===== src/rtl/riscv_opcodes.sv =====
// riscv_opcodes
//    Shared constants for the RISC-V decode stage: one opcode value per major
//    instruction class, the 3-bit instruction-format enum and the funct7
//    values the OP / shift-immediate legality checks compare against.
//    No ports; imported with `import riscv_opcodes::*;`.
package riscv_opcodes;

   localparam logic [6:0] OPC_LOAD     = 7'b0000011;
   localparam logic [6:0] OPC_MISC_MEM = 7'b0001111;
   localparam logic [6:0] OPC_OP_IMM   = 7'b0010011;
   localparam logic [6:0] OPC_AUIPC    = 7'b0010111;
   localparam logic [6:0] OPC_STORE    = 7'b0100011;
   localparam logic [6:0] OPC_OP       = 7'b0110011;
   localparam logic [6:0] OPC_LUI      = 7'b0110111;
   localparam logic [6:0] OPC_BRANCH   = 7'b1100011;
   localparam logic [6:0] OPC_JALR     = 7'b1100111;
   localparam logic [6:0] OPC_JAL      = 7'b1101111;
   localparam logic [6:0] OPC_SYSTEM   = 7'b1110011;

   localparam logic [6:0] F7_BASE   = 7'h00;
   localparam logic [6:0] F7_ALT    = 7'h20;
   localparam logic [6:0] F7_MULDIV = 7'h01;

   typedef enum logic [2:0] {
      IT_R   = 3'd0,
      IT_I   = 3'd1,
      IT_S   = 3'd2,
      IT_B   = 3'd3,
      IT_U   = 3'd4,
      IT_J   = 3'd5,
      IT_SYS = 3'd6,
      IT_BAD = 3'd7
   } itype_t;

endpackage


===== src/rtl/riscv_imm_gen.sv =====
// riscv_imm_gen
//    Combinational immediate extraction for one instruction word, selected
//    by the already-classified format. Signed formats are sign-extended to
//    XLEN; SYS (CSR address field) is zero-extended; R and BAD give 0.
// Ports:
//    instr  in   instr[31:7] (opcode bits are not needed here)
//    itype  in   instruction format
//    imm    out  XLEN-bit immediate
module riscv_imm_gen
   import riscv_opcodes::*;
#(
   parameter int XLEN = 32
) (
   input  logic [31:7]     instr,
   input  itype_t          itype,
   output logic [XLEN-1:0] imm
);

   always_comb begin
      imm = '0;
      case (itype)
         IT_I:    imm = XLEN'($signed(instr[31:20]));
         IT_S:    imm = XLEN'($signed({instr[31:25], instr[11:7]}));
         IT_B:    imm = XLEN'($signed({instr[31], instr[7], instr[30:25], instr[11:8], 1'b0}));
         IT_U:    imm = XLEN'($signed({instr[31:12], 12'b0}));
         IT_J:    imm = XLEN'($signed({instr[31], instr[19:12], instr[20], instr[30:21], 1'b0}));
         IT_SYS:  imm = XLEN'(instr[31:20]);
         default: imm = '0;
      endcase
   end

endmodule


===== src/rtl/riscv_decode_stage.sv =====
// riscv_decode_stage
//    Registered RISC-V base-ISA decode stage. Each accepted instruction is
//    decoded combinationally and the decoded entry is stored in a 2-entry
//    skid FIFO (head register drives out_*, skid register holds the second
//    entry). Illegal instructions are flagged, reported as format BAD with
//    a zero immediate, and counted in a saturating counter.
//    Build option: define RISCV_DECODE_MEXT_EN to accept OP with
//    funct7=0x01 (M extension) as a legal R-format instruction.
// Ports:
//    clk, rst             clock, asynchronous active-high reset
//    in_valid/in_ready    fetch handshake; in_instr, in_pc payload
//    out_valid/out_ready  register-read handshake
//    out_pc, out_itype, out_rd, out_rs1, out_rs2, out_funct3, out_funct7,
//    out_imm, out_illegal decoded head entry (holds last popped when empty)
//    illegal_count        saturating count of accepted illegal instructions
module riscv_decode_stage
   import riscv_opcodes::*;
#(
   parameter int XLEN  = 32,
   parameter int CNT_W = 8
) (
   input  logic             clk,
   input  logic             rst,
   input  logic             in_valid,
   output logic             in_ready,
   input  logic [31:0]      in_instr,
   input  logic [XLEN-1:0]  in_pc,
   output logic             out_valid,
   input  logic             out_ready,
   output logic [XLEN-1:0]  out_pc,
   output logic [2:0]       out_itype,
   output logic [4:0]       out_rd,
   output logic [4:0]       out_rs1,
   output logic [4:0]       out_rs2,
   output logic [2:0]       out_funct3,
   output logic [6:0]       out_funct7,
   output logic [XLEN-1:0]  out_imm,
   output logic             out_illegal,
   output logic [CNT_W-1:0] illegal_count
);

   localparam int EW = 2*XLEN + 29;

   logic [6:0]      opcode;
   logic [2:0]      funct3;
   logic [6:0]      funct7;
   logic [6:0]      shift_hi;
   itype_t          dec_type;
   itype_t          dec_itype;
   logic            dec_bad;
   logic [XLEN-1:0] dec_imm;

   logic [EW-1:0]   entry_in;
   logic [EW-1:0]   head;
   logic [EW-1:0]   skid;
   logic [1:0]      count;
   logic            push;
   logic            pop;

   assign opcode = in_instr[6:0];
   assign funct3 = in_instr[14:12];
   assign funct7 = in_instr[31:25];

   // RV64 shift amounts are 6 bits, so instr[25] belongs to shamt there and
   // only instr[31:26] is constrained.
   assign shift_hi = (XLEN == 64) ? {in_instr[31:26], 1'b0} : in_instr[31:25];

   always_comb begin
      dec_type = IT_BAD;
      dec_bad  = 1'b0;
      case (opcode)
         OPC_LOAD: begin
            dec_type = IT_I;
            dec_bad  = (funct3 == 3'd3) || (funct3 == 3'd6) || (funct3 == 3'd7);
         end
         OPC_MISC_MEM: begin
            dec_type = IT_I;
            dec_bad  = (funct3 > 3'd1);
         end
         OPC_OP_IMM: begin
            dec_type = IT_I;
            if (funct3 == 3'd1)
               dec_bad = (shift_hi != F7_BASE);
            else if (funct3 == 3'd5)
               dec_bad = (shift_hi != F7_BASE) && (shift_hi != F7_ALT);
         end
         OPC_JALR: begin
            dec_type = IT_I;
            dec_bad  = (funct3 != 3'd0);
         end
         OPC_STORE: begin
            dec_type = IT_S;
            dec_bad  = (funct3 > 3'd2);
         end
         OPC_BRANCH: begin
            dec_type = IT_B;
            dec_bad  = (funct3 == 3'd2) || (funct3 == 3'd3);
         end
         OPC_LUI, OPC_AUIPC: dec_type = IT_U;
         OPC_JAL:            dec_type = IT_J;
         OPC_OP: begin
            dec_type = IT_R;
            if (funct7 == F7_BASE)
               dec_bad = 1'b0;
            else if (funct7 == F7_ALT)
               dec_bad = !((funct3 == 3'd0) || (funct3 == 3'd5));
`ifdef RISCV_DECODE_MEXT_EN
            else if (funct7 == F7_MULDIV)
               dec_bad = 1'b0;
`endif
            else
               dec_bad = 1'b1;
         end
         OPC_SYSTEM: begin
            dec_type = IT_SYS;
            dec_bad  = (funct3 == 3'd4);
         end
         default: dec_bad = 1'b1;
      endcase
      if (in_instr[1:0] != 2'b11)
         dec_bad = 1'b1;
   end

   assign dec_itype = dec_bad ? IT_BAD : dec_type;

   riscv_imm_gen #(.XLEN(XLEN)) u_imm_gen (
      .instr (in_instr[31:7]),
      .itype (dec_itype),
      .imm   (dec_imm)
   );

   assign entry_in = {in_pc, dec_itype, in_instr[11:7], in_instr[19:15], in_instr[24:20],
                      funct3, funct7, dec_imm, dec_bad};

   assign {out_pc, out_itype, out_rd, out_rs1, out_rs2,
           out_funct3, out_funct7, out_imm, out_illegal} = head;

   assign in_ready  = (count != 2'd2);
   assign out_valid = (count != 2'd0);
   assign push      = in_valid && in_ready;
   assign pop       = out_valid && out_ready;

   // head is the oldest entry; when the FIFO empties it is left untouched so
   // out_* keep the last popped values. Push+pop can only occur with one
   // entry present (in_ready is low when full), so it just replaces head.
   always_ff @(posedge clk or posedge rst) begin
      if (rst) begin
         count         <= 2'd0;
         head          <= '0;
         skid          <= '0;
         illegal_count <= '0;
      end else begin
         case ({push, pop})
            2'b10: begin
               if (count == 2'd0)
                  head <= entry_in;
               else
                  skid <= entry_in;
               count <= count + 2'd1;
            end
            2'b01: begin
               if (count == 2'd2)
                  head <= skid;
               count <= count - 2'd1;
            end
            2'b11:   head <= entry_in;
            default: ;
         endcase
         if (push && dec_bad && (illegal_count != '1))
            illegal_count <= illegal_count + CNT_W'(1);
      end
   end

endmodule

===== config.mk =====
export PLATFORM = sky130hd
export DESIGN_NAME = riscv_decode_stage
export DESIGN_NICKNAME = d
export VERILOG_FILES = /design/src/rtl/riscv_opcodes.sv /design/src/rtl/riscv_imm_gen.sv /design/src/rtl/riscv_decode_stage.sv
export SDC_FILE = /design/constraint.sdc
export NUM_CORES = 1
export LEC_CHECK = 0
export ABC_AREA = 1
export CORE_MARGIN = 5
export CORE_UTILIZATION = 50
export CTS_CLUSTER_SIZE = 24
export DETAILED_ROUTE_END_ITERATION = 8
export PLACE_DENSITY = 0.82
export SKIP_LAST_GASP = 1
export SLEW_MARGIN = 0
export SYNTH_ARGS = -nofsm -noshare
export SYNTH_HDL_FRONTEND = slang
export SYNTH_HIERARCHICAL = 1
export SYNTH_SLANG_ARGS = --single-unit

===== constraint.sdc =====
create_clock -name clk -period 8.05 [get_ports clk]
set_input_delay 1.61 -clock clk [delete_from_list [all_inputs] [get_ports clk]]
set_output_delay 1.61 -clock clk [all_outputs]
set_load 0.01 [all_outputs]

# --- After elaboration in Yosys (flattened, before gate mapping) ---
# Cells that the tools add are included.
# W data, S select, Z words.
op_classes:
  addsub: 3
  n_lt_le_gt_ge: 2
  n_eq_ne: 35
  mux: 13
  bitwise_logic: 1
  n_reduce_logical: 23
op_table:
  columns: ["operator", "n"]
  rows:
  - ["$pmux W93 S3", 1]
  - ["$pmux W32 S6", 1]
  - ["$mux W93", 2]
  - ["$eq A7 B6 Y1 const B", 4]
  - ["$eq A7 B7 Y1 const B", 4]
  - ["$eq A3 B3 Y1 const B", 7]
  - ["$pmux W3 S7", 1]
  - ["$eq A7 B5 Y1 const B", 2]
  - ["$eq A3 B2 Y1 const B", 4]
  - ["$pmux W1 S9", 1]
  - ["$add A8 B1 Y8 const B", 1]
  - ["$ne A2 B2 Y1 const B", 4]
  - ["$ne A8 B8 Y1 const B", 1]
  - ["$eq A7 B2 Y1 const B", 1]
  - ["$eq A7 B4 Y1 const B", 1]
  - ["$logic_not A7 Y1", 1]
  - ["$ne A7 B6 Y1 const B", 1]
  - ["$reduce_bool A7 Y1", 1]
  - ["$eq A2 B2 Y1 const B", 3]
  - ["$eq A3 B1 Y1 const B", 2]
  - ["$reduce_bool A3 Y1", 2]
  - ["$logic_and A1 B1 Y1", 5]
  - ["$mux W1", 5]
  - ["$logic_or A1 B1 Y1", 4]
  - ["other kinds (17)", 18]
totals:
  register_bits: 196
  in_bits: 68

# --- Logic depth before layout (Yosys ltp) ---
logic_depth:
  ltp_word: 12
  depth_mapped: 18
  ltp_nobuf: 16

# --- Modules after synthesis ---
# The synthesis kept the hierarchy.
modules_own_cells:
  columns: ["module", "n_inst", "cells_per_inst", "area_per_inst_um2", "seq_area_each_um2"]
  rows:
  - ["riscv_decode_stage", 1, 1060, 8764.7, 4904.7]
  - ["riscv_imm_gen", 1, 101, 483.0, 0.0]

# --- Least setup slack after synthesis ---
# No wires, ideal clock.
synth_timing:
  path_type: "in2reg"
  from: "in in_instr[4]"
  to: "reg head[21]"
  setup_time_ns: 0.081
  arrival_time_ns: 3.286
  required_ns: 7.969
  slack_ns: 4.682
  path_stages: 16
  path_buffers: 1
  path_cell_list: "inv_1 -> nand2_1 -> nor2_1 -> o21ai_0 -> nand2_1 -> nor2_1 -> nor2_4 -> nand3_1 -> inv_2 -> nand3_2 -> nand2_1 -> nand2_2 -> buf_6 -> nand3_1 -> nand2_1 -> a31oi_2"
synth_via:
  elab_chain_cells: 9
  word_cells_on_any_way: 27
synth_lines:
  columns: ["element", "line_no", "source"]
  rows:
  - ["from (decl)", "riscv_decode_stage.sv:26", "input logic [31:0] in_instr,"]
  - ["$eq A7 B7 Y1 (tied with other cells)", "riscv_decode_stage.sv:71", "case (opcode)"]
  - ["$reduce_or A3 Y1 (no line)", null, null]
  - ["$pmux W1 S9", "riscv_decode_stage.sv:71", null]
  - ["$mux W1", "riscv_decode_stage.sv:120", "if (in_instr[1:0] != 2'b11)"]
  - ["$mux W3 (*)", "riscv_decode_stage.sv:124", "assign dec_itype = dec_bad ? IT_BAD : dec_type;"]
  - ["via dec_itype[2]", "riscv_decode_stage.sv:49", "itype_t dec_itype;"]
  - ["$eq A3 B3 Y1 (tied with other cells)", "riscv_imm_gen.sv:21", "case (itype)"]
  - ["$pmux W32 S6 (*)", "riscv_imm_gen.sv:21", null]
  - ["via dec_imm[20]", "riscv_decode_stage.sv:51", "logic [XLEN-1:0] dec_imm;"]
  - ["$mux W93", "riscv_decode_stage.sv:155", "if (count == 2'd0)"]
  - ["$pmux W93 S3 (*)", "riscv_decode_stage.sv:153", "case ({push, pop})"]
  - ["to (signal assigned)", "riscv_decode_stage.sv:156", "head <= entry_in;"]
  - ["to (signal assigned)", "riscv_decode_stage.sv:163", "head <= skid;"]
  - ["to (signal assigned)", "riscv_decode_stage.sv:166", "2'b11: head <= entry_in;"]
  - ["to (decl)", "riscv_decode_stage.sv:54", "logic [EW-1:0] head;"]
# The timed path passes the listed nets; every way through them passes the cells marked *. The select of a mux whose other input is x is not followed.
# A chain may end at the register's enable or synchronous reset.

# --- Final worst setup path ---
layout_timing:
  from: "in in_valid"
  to: "reg skid[59]"
layout_via:
  elab_chain_cells: 3
layout_lines:
  columns: ["element", "line_no", "source"]
  rows:
  - ["from (decl)", "riscv_decode_stage.sv:24", "input logic in_valid,"]
  - ["$logic_and A1 B1 Y1", "riscv_decode_stage.sv:140", "assign push = in_valid && in_ready;"]
  - ["$eq A2 B2 Y1", "riscv_decode_stage.sv:153", null]
  - ["$reduce_and A2 Y1 (no line)", null, null]
  - ["to (signal assigned)", "riscv_decode_stage.sv:158", "skid <= entry_in;"]
  - ["to (decl)", "riscv_decode_stage.sv:55", "logic [EW-1:0] skid;"]
# No other way between the ends.

==> impl_metrics.toml <==
[finish]
n_antenna_cell = 0
drive_gt1_share_pct = 6.288
area_delta_synth_final_pct = 24.54
fin_area_sq_um = 11520
multi_input_area_sq_um = 3837
final_cells = 1533
seq_area_sq_um = 4905
fillers = 1556
nets = 1362

[outcome]
status = "completed"

[critical_path]
crit_path_end_kind = "register"
criticalPathCategory = "in -> reg"
worst-path-max-fanout = 97
endpoint = "skid[59]"
slowest_stage = "buf_4"
crit_chain = "clkdlybuf4s50_1 -> nand2_2 -> inv_1 -> ha_1 -> nand2_4 -> buf_4 -> inv_2 -> buf_4 -> nand2_1 -> o21ai_0"
startpoint = "in_valid"
cp_slowest_stage_delay_ns = 0.75
rr_endpoint = "skid[59]"
reg2reg_from = "count[0]"
r2r_setup_slack_ns = 4.79
start_kind = "input pin"
path_common_cell = "buf_4"
reg2regPathDepth = 11
worstPathRequired_ns = 8.33
arrival_ns = 4.53

[detailed_routing]
viasPerCell = 5.303
drt_iter0_drc = 693
dr_total_vias = 8129
final_antenna_net_count = 0
totalWireLength_mm = 23.85
dr.pass1.iters = 5
drcViolationCount = 0
wl_per_cell_um = 15.56

[floorplan]
initial_utilization_pct = 51.13
die_h_um = 146.0
core_sq_um = 18090
num_rows = 49
die_x_um = 146.0
boundaryPins = 171
die_area_sq_um = 21310

[timing]
skew_ns = 0.009754
worst_slew_pin_slew_ns = 1.070
fin_crit_sh_pct = 52.73
hold_viol_final = 0
layout_setup_ws_ns = 3.805
slew_viol_final = 0
relSlewSlack_pct = 28.64
setup_tns_ns = 0
fmaxAchievable_mhz = 235.6
hold_slack_ns = 0.4820
rsz0062_at_grt = "no"
setup_viol = 0
fin_crit_ns = 4.245

[power]
peakVddDrop_uv = 270.4
p_per_area_nw_per_um2 = 370.8
leakage_uw = 0.005486

[logic_synthesis]
syn-num-nets = 1232
postSynthCellCount = 1161
synth_area_sq_um = 9248
synth-edff-count = 0
synth.top_cell.area_share_pct = 53.04
synth_seq_area_share_pct = 53.04
ys_types = 30
yosys.area.top_type = "dfrtp_1"
ys_ff_latch = 196
async_reset_ff_share_pct = 100.0
ys_top_cells_by_area = "dfrtp_1 53%, nand2_1 22%, a31oi_1 5.3%, nor2_1 4.9%, nand3_1 2.2%"
yosysWarningCount = 6
synth_ff_type = "dfrtp_1"
avgSynthCellArea_sq_um = 7.965

[placed_design]
dp_slack_ns = 3.343
place_congestion = 0.8890
dp_hpwl_mm = 15.84
place_area_sq_um = 10930
port_buffers = 170
dp_cells = 1501

[grt]
grt_antenna_before_repair = 0
grt_pass1_wl_mm = 39.52
grt-ovfl-total = 0
groute.layer.met3.usage_pct = 5.824
grtUsageTotal_pct = 22.49
busiest_layer = "met2"
grt_max_degree = 122
use_met2_pct = 35.24
grt_pass1_vias = 7846
met1_usage_pct = 30.52

[clock_tree]
cts_setup_buffers = 0
cts_resized = 0
clk_latency_ns = 0.44
ctsHoldBuffers = 0
cts_tree = "built"
htreeDepth = 4
cts_buffers = 17
path_clk_slew_ns = 0.07
cts.path.max_buffers = 2
cts.sinks = 196
cts_root_buf = "clkbuf_16"

[min_path]
hold_path_depth = 2
hold_path_class = "reg -> reg"

[job]
cap_violations = 0
==> critical path: cells and delay by family <==
| family | cells | cell delay, ns |
|---|---|---|
| simple gates | 3 | 0.40 |
| fa+ha+maj | 1 | 0.20 |
| buf+inv | 5 | 2.18 |
| compound gates | 1 | 0.12 |
==> placed cells by master (no fill, tap or decap), drive strengths merged <==
cell / netlist / routed
nand2: 555 / 555
dfrtp: 196 / 196
clkdlybuf4s50: 0 / 170
nor2: 126 / 126
a31oi: 89 / 89
nand3: 44 / 44
inv: 37 / 42
clkbuf: 34 / 19
o21ai: 19 / 19
nand4: 8 / 8
a21oi: 6 / 6
buf: 31 / 6
nor3: 4 / 4
xnor2: 4 / 4
xor2: 4 / 4
clkinvlp: 0 / 3
ha: 3 / 3
clkinv: 0 / 3
bufinv: 0 / 2
nand3b: 1 / 1
==> worst min path at each step <==
stage | startpoint | endpoint | slack [ns]
floorplan | skid[33] | skid[33] | 0.45
global placement | skid[80] | skid[80] | 0.46
detailed placement | skid[91] | skid[91] | 0.46
CTS | skid[5] | skid[5] | 0.48
global route | skid[25] | skid[25] | 0.49
finish | skid[56] | skid[56] | 0.48
==> per-stage QoR <==
| step | utilization, % | total power [uW] |
|---|---|---|
| floorplan | - | 2685 |
| global placement | 60.42 | 3376 |
| detailed placement | 60.42 | 3438 |
| CTS | 63.68 | 4302 |
| global route | 63.68 | 4561 |
| finish | 63.68 | 4270 |
==> final cells by class <==
cell class              count  share of cell area (%)
clock inverters            13                   1.282
repair buffers            176                   15.17
multi-input cells         863                   33.32
clock buffers              19                   3.846
flip-flops and latches    196                   42.59
inverters                  37                   1.315
well taps                 229                   2.488
==> state kept, by name, summed over array words and instances (netlist names) <==
name / count
skid: 93
head: 93
illegal_count: 8
count: 2
==> metal layers <==
metal  up-vias  wire [um]  part of all wire (%)
met3        39       1756                   7.4
li1       3956          -                     -
met4         0        593                   2.5
met5         -          0                     0
met1      3841      10350                    43
met2       293      11150                    47
==> kinds of logic after synthesis <==
group,share of synthesized area (%)
flip-flops,53.04
AO/OA/AOI/OAI,8.253
AND/OR/NAND/NOR,31.89
buffers and inverters,5.655
adder cells (fa/ha/maj),0.4059
XOR/XNOR,0.7576
==> power by group <==
part | switching, uW | total, uW | internal, uW
clock network | 387 | 858 | 472
logic | 957 | 1750 | 795
registers | 250 | 1660 | 1410
==> synthesized netlist by cell type, types with 4 or more instances <==
cell	count
nand3_1	40
dfrtp_1	196
a31oi_2	10
nand4_1	8
buf_4	9
nand2_2	9
nand3_2	4
buf_1	4
nor2_1	120
inv_2	6
xor2_1	4
buf_8	5
inv_1	30
o21ai_0	16
nand2_1	543
nor3_1	4
buf_2	8
xnor2_1	4
buf_6	5
a31oi_1	79
clkbuf_1	34
a21oi_1	6
No activity file was read; power rests on OpenSTA's default activity.
